==> config.mk <==
export PLATFORM = sky130hd
export DESIGN_NAME = watch_time_cnt
export DESIGN_NICKNAME = d
export VERILOG_FILES = /design/src/rtl/watch_time_cnt.sv
export SDC_FILE = /design/constraint.sdc
export NUM_CORES = 1
export LEC_CHECK = 0
export BUFFER_PORTS_ARGS = -buffer_cell sky130_fd_sc_hd__buf_2
export CORE_MARGIN = 8
export CORE_UTILIZATION = 50
export CTS_BUF_LIST = sky130_fd_sc_hd__clkbuf_16
export DETAILED_ROUTE_END_ITERATION = 8
export GPL_TIMING_DRIVEN = 0
export HOLD_SLACK_MARGIN = 0.15
export PLACE_DENSITY = 0.81
export SKIP_CTS_REPAIR_TIMING = 1
export SLEW_MARGIN = 10
export SYNTH_ARGS = -nofsm -noshare
export SYNTH_HDL_FRONTEND = slang
export SYNTH_SLANG_ARGS = --single-unit
==> constraint.sdc <==
create_clock -name clk -period 3.5 [get_ports clk]
set_input_delay 0.175 -clock clk [delete_from_list [all_inputs] [get_ports clk]]
set_output_delay 0.175 -clock clk [all_outputs]
set_load 0.1 [all_outputs]
==> src/rtl/watch_time_cnt.sv <==
// watch_time_cnt: 24 h packed-BCD time-of-day counter advanced by en_1hz; registered outputs, visible after the sampling edge.
// Defining WATCH_ALARM_EN adds the alarm_* inputs and alarm_ring output with a 60-strobe ring timer.
module watch_time_cnt #(
   parameter logic [7:0] INIT_HOUR = 8'h00,
   parameter logic [7:0] INIT_MIN  = 8'h00,
   parameter logic [7:0] INIT_SEC  = 8'h00
) (
   input  logic       clk,
   input  logic       rst,
   input  logic       en_1hz,
   input  logic       set_mode,
   input  logic       inc_min,
   input  logic       inc_hour,
   input  logic       clr_sec,
   output logic [7:0] sec_bcd,
   output logic [7:0] min_bcd,
   output logic [7:0] hour_bcd,
`ifdef WATCH_ALARM_EN
   input  logic [7:0] alarm_hour_bcd,
   input  logic [7:0] alarm_min_bcd,
   input  logic       alarm_arm,
   output logic       alarm_ring,
`endif
   output logic       tick_min,
   output logic       tick_hour,
   output logic       tick_day
);

   // Result is {wrap, next}; corrupted digits reload to 00 without a carry.
   function automatic logic [8:0] inc_sexa(input logic [7:0] v);
      logic [8:0] r;
      if (v[3:0] > 4'd9 || v[7:4] > 4'd5) begin
         r = 9'h000;
      end else if (v[3:0] == 4'd9) begin
         if (v[7:4] == 4'd5) r = {1'b1, 8'h00};
         else                r = {1'b0, v[7:4] + 4'd1, 4'd0};
      end else begin
         r = {1'b0, v[7:4], v[3:0] + 4'd1};
      end
      return r;
   endfunction

   function automatic logic [8:0] inc_hour24(input logic [7:0] v);
      logic [8:0] r;
      if (v[3:0] > 4'd9 || v[7:4] > 4'd2 || (v[7:4] == 4'd2 && v[3:0] > 4'd3)) begin
         r = 9'h000;
      end else if (v == 8'h23) begin
         r = {1'b1, 8'h00};
      end else if (v[3:0] == 4'd9) begin
         r = {1'b0, v[7:4] + 4'd1, 4'd0};
      end else begin
         r = {1'b0, v[7:4], v[3:0] + 4'd1};
      end
      return r;
   endfunction

   logic [7:0] sec_q, sec_d;
   logic [7:0] min_q, min_d;
   logic [7:0] hour_q, hour_d;
   logic       tick_min_q, tick_min_d;
   logic       tick_hour_q, tick_hour_d;
   logic       tick_day_q, tick_day_d;

   logic [8:0] sec_inc, min_inc, hour_inc;
   logic       sec_adv, sec_wrap, min_adv, min_wrap, hour_adv;

   always_comb begin
      sec_inc  = inc_sexa(sec_q);
      min_inc  = inc_sexa(min_q);
      hour_inc = inc_hour24(hour_q);

      // clr_sec wins over the strobe, so a cleared second never carries.
      sec_adv  = ~set_mode & en_1hz & ~clr_sec;
      sec_wrap = sec_adv & sec_inc[8];
      min_adv  = sec_wrap | (set_mode & inc_min);
      min_wrap = sec_wrap & min_inc[8];
      hour_adv = min_wrap | (set_mode & inc_hour);

      sec_d = sec_q;
      if (clr_sec)      sec_d = 8'h00;
      else if (sec_adv) sec_d = sec_inc[7:0];
      min_d  = min_adv  ? min_inc[7:0]  : min_q;
      hour_d = hour_adv ? hour_inc[7:0] : hour_q;

      tick_min_d  = sec_wrap;
      tick_hour_d = min_wrap;
      tick_day_d  = min_wrap & hour_inc[8];
   end

   always_ff @(posedge clk or negedge rst) begin
      if (!rst) begin
         sec_q       <= INIT_SEC;
         min_q       <= INIT_MIN;
         hour_q      <= INIT_HOUR;
         tick_min_q  <= 1'b0;
         tick_hour_q <= 1'b0;
         tick_day_q  <= 1'b0;
      end else begin
         sec_q       <= sec_d;
         min_q       <= min_d;
         hour_q      <= hour_d;
         tick_min_q  <= tick_min_d;
         tick_hour_q <= tick_hour_d;
         tick_day_q  <= tick_day_d;
      end
   end

   assign sec_bcd   = sec_q;
   assign min_bcd   = min_q;
   assign hour_bcd  = hour_q;
   assign tick_min  = tick_min_q;
   assign tick_hour = tick_hour_q;
   assign tick_day  = tick_day_q;

`ifdef WATCH_ALARM_EN
   logic       match_q, match_d;
   logic       ring_q, ring_d;
   logic [5:0] ring_cnt_q, ring_cnt_d;

   always_comb begin
      // Only a run-mode advance can hit the alarm time; set-mode edits never match.
      match_d = alarm_arm & sec_adv & (sec_d == 8'h00) &
                (min_d == alarm_min_bcd) & (hour_d == alarm_hour_bcd);
      ring_d     = ring_q;
      ring_cnt_d = ring_cnt_q;
      if (!alarm_arm) begin
         ring_d     = 1'b0;
         ring_cnt_d = 6'd0;
      end else if (match_q) begin
         ring_d     = 1'b1;
         ring_cnt_d = 6'd0;
      end else if (ring_q && en_1hz) begin
         if (ring_cnt_q == 6'd59) begin
            ring_d     = 1'b0;
            ring_cnt_d = 6'd0;
         end else begin
            ring_cnt_d = ring_cnt_q + 6'd1;
         end
      end
   end

   always_ff @(posedge clk or negedge rst) begin
      if (!rst) begin
         match_q    <= 1'b0;
         ring_q     <= 1'b0;
         ring_cnt_q <= 6'd0;
      end else begin
         match_q    <= match_d;
         ring_q     <= ring_d;
         ring_cnt_q <= ring_cnt_d;
      end
   end

   assign alarm_ring = ring_q;
`endif

endmodule

==> results.txt <==
run status = complete, no violations
maximum net fanout on the critical path = 6
cell taking the most area after synthesis = dfrtp_1
detailed-placement wirelength estimate = 2478 microns
global-route congestion overflow total = 0
unrepaired setup endpoints after global routing = false
vertical die dimension = 69.74 microns
post-route non-filler standard cell count = 218
CTS clock-pin slew for the worst setup and hold paths = 60 ps
portion of the post-synthesis area used by sequential elements = 46.79%
detailed-route vias per instance = 5.908
Slew HR = 60.14%
diodes inserted = 0
nature of the critical path endpoint = flop
fraction of post-synthesis cell area in the top cell type by area = 46.79%
mean cell area of the mapped netlist = 9.691 sq um
via count = 1,288
final core utilization = 63.02%
Synth warnings = 0
transition time at the pin with the least slew margin = 597.8 ps
Final GP Congestion = 0.8541
maximum number of pins on one net before global-route repair = 28
Net Count, Synth = 158
number of cell rows = 19
detailed router's first-iteration violation count = 93
IR Drop Worst-Case VDD = 0.9250 mV
Netlist cell types = 42
die footprint = 4863 sq um
share of async-settable or async-resettable flops after synthesis = 100.0%
Peak Freq = 0.4935 GHz
placed cell count = 213
final-report max-slew violation count = 0
synthesized cell area = 1444 sq um
clock tree from TritonCTS = done
Sinks on Clock Net = 27
area of all sequential standard cells = 675.6 sq um
HP Class = in2reg
antenna violations before repair = 0
Gate Count Post-Synth = 149
filler instances = 237
share of the clock period used by the worst path = 57.89%
clock skew after layout = 3.621 ps
via count of the first global-routing pass = 1,296
sum of negative setup slack = 0 ps
Post-DRT Antenna Nets = 0
Core Region = 2758 sq um
power density over cell area = 919.7 nW/um^2
Boundary Pins = 34
worst setup timing slack at the placement stage = 1486 ps
latest clock arrival within the worst-skew pair = 260 ps
Setup WS post-layout = 1474 ps
total routing usage reported by global routing = 13.39%
cell with the most instances after synthesis = dfrtp_1
Worst Path Arrival = 2210 ps
Clock Tree Root = clkbuf_16
CTS H-Tree Depth = 1
die span in x = 69.74 microns
element type at the critical path start = flop
final setup violating endpoints = 0
net count reported at finish = 197
largest buffer count on any clock path = 2
starting utilization of the core area = 52.36%
wire length of the first global-routing pass = 5602 microns
classification of the worst setup path = reg2reg
PortBufs = 33
leak pwr = 0.8904 nW
leading post-synthesis cells by instance count = 27 x dfrtp_1, 21 x o21ai_0, 16 x nand2_1
drt first pass iters = 4
CP required = 3680 ps
total power draw = 0.001598 W
synthesis-to-layout area growth = 20.36%
total wire length = 3421 microns
share of layout cells above drive strength 1 = 27.81%
CTS buffer count = 3
post-synthesis register bit count = 27
final count of hold timing violations = 0
final worst path period need = 2026 ps
number of enable-type register cells in the synthesized netlist = 0
area occupied by multi-input gates = 726.9 sq um
Max-cap violations = 0
top area cells in the synthesized netlist = dfrtp_1 47%, o21ai_0 7.3%, nand2_1 4.2%
number of design rule violations left after detail routing = 0
Routed WL per cell = 15.69 microns
most frequently used flop master after synthesis = dfrtp_1
-- layout by cell type, fill, tap and decap left out, types with 3 or more instances in the layout --
cell,Yosys,layout
nand3_1,7,7
nand2b_1,3,3
a21oi_1,8,8
and2_1,3,3
o22ai_1,3,3
mux2i_1,3,3
nor2_1,9,9
buf_2,0,33
dfrtp_1,27,27
nand2_1,16,16
nor3_1,3,3
clkbuf_16,0,3
o21ai_0,21,21
inv_1,6,6
-- cell families (layout without fill, tap and decap cells) --
kind of cell / Yosys count / in the layout / synth area share (%)
AO/OA/AOI/OAI: 47 / 47 / 21.14
multiplexers: 3 / 3 / 2.080
XOR/XNOR: 2 / 2 / 1.213
flip-flops: 27 / 27 / 46.79
AND/OR/NAND/NOR: 60 / 60 / 24.18
buffers and inverters: 8 / 46 / 2.860
adder cells (fa/ha/maj): 2 / 2 / 1.733
-- path summary, 6_finish.rpt --
path,slack (ps),to,startpoint,depth (start not counted)
max in group asynchronous,2660,hour_bcd[4]$_DFFE_PN0P_,rst,2
max,1470,hour_bcd[4]$_DFFE_PN0P_,hour_bcd[4]$_DFFE_PN0P_,7
min reg2reg,520,min_bcd[7]$_DFFE_PN0P_,min_bcd[7]$_DFFE_PN0P_,1
min,310,hour_bcd[6]$_DFFE_PN0P_,inc_hour,4
min in group asynchronous,450,min_bcd[2]$_DFFE_PN0P_,rst,2
max reg2reg,1470,hour_bcd[4]$_DFFE_PN0P_,hour_bcd[4]$_DFFE_PN0P_,7
-- registers in the layout (all words and copies together), names as in the netlist --
signal     flops
tick_day       1
sec_bcd        8
tick_min       1
hour_bcd       8
tick_hour      1
min_bcd        8
-- routing by layer --
metal	up-vias	track usage [%]	part of all wire, %
met5	-	0	0
met4	0	4.464	1.7
met3	8	4.578	5.5
met2	48	23.05	48
met1	615	15.03	45
li1	617	-	-
-- metrics by stage --
stage	hold WS, ps	cell area [sq um]
2_1_floorplan	-120.6	1444
3_3_place_gp	212.0	1648
3_5_place_dp	217.2	1648
4_1_cts	-71.90	1728
5_1_grt	328.6	1738
6_report	313.5	1738
-- critical path, cell delays in order, from the launching register on --
cell	delay, ps
dfrtp_1	410
inv_1	60
ha_1	220
nor2_1	110
a21oi_1	50
nor4_2	470
or3b_4	470
mux2i_1	150
-- report_power, final --
part,internal (W),switching [W]
Clock,0.000154,0.000106
Combinational,0.000168,0.000689
Sequential,0.000381,0.000101
-- final cells by class --
type                            count  share of cell area (%)
Buffer                              2                   1.080
Sequential cell                    27                   38.88
Timing Repair Buffer               34                   10.08
Inverter                            6                   1.296
Tap cell                           31                   2.232
Clock buffer                        3                   4.320
Multi-Input combinational cell    114                   41.83
Clock inverter                      1                  0.2880
Power figures use the tool's default switching activity.
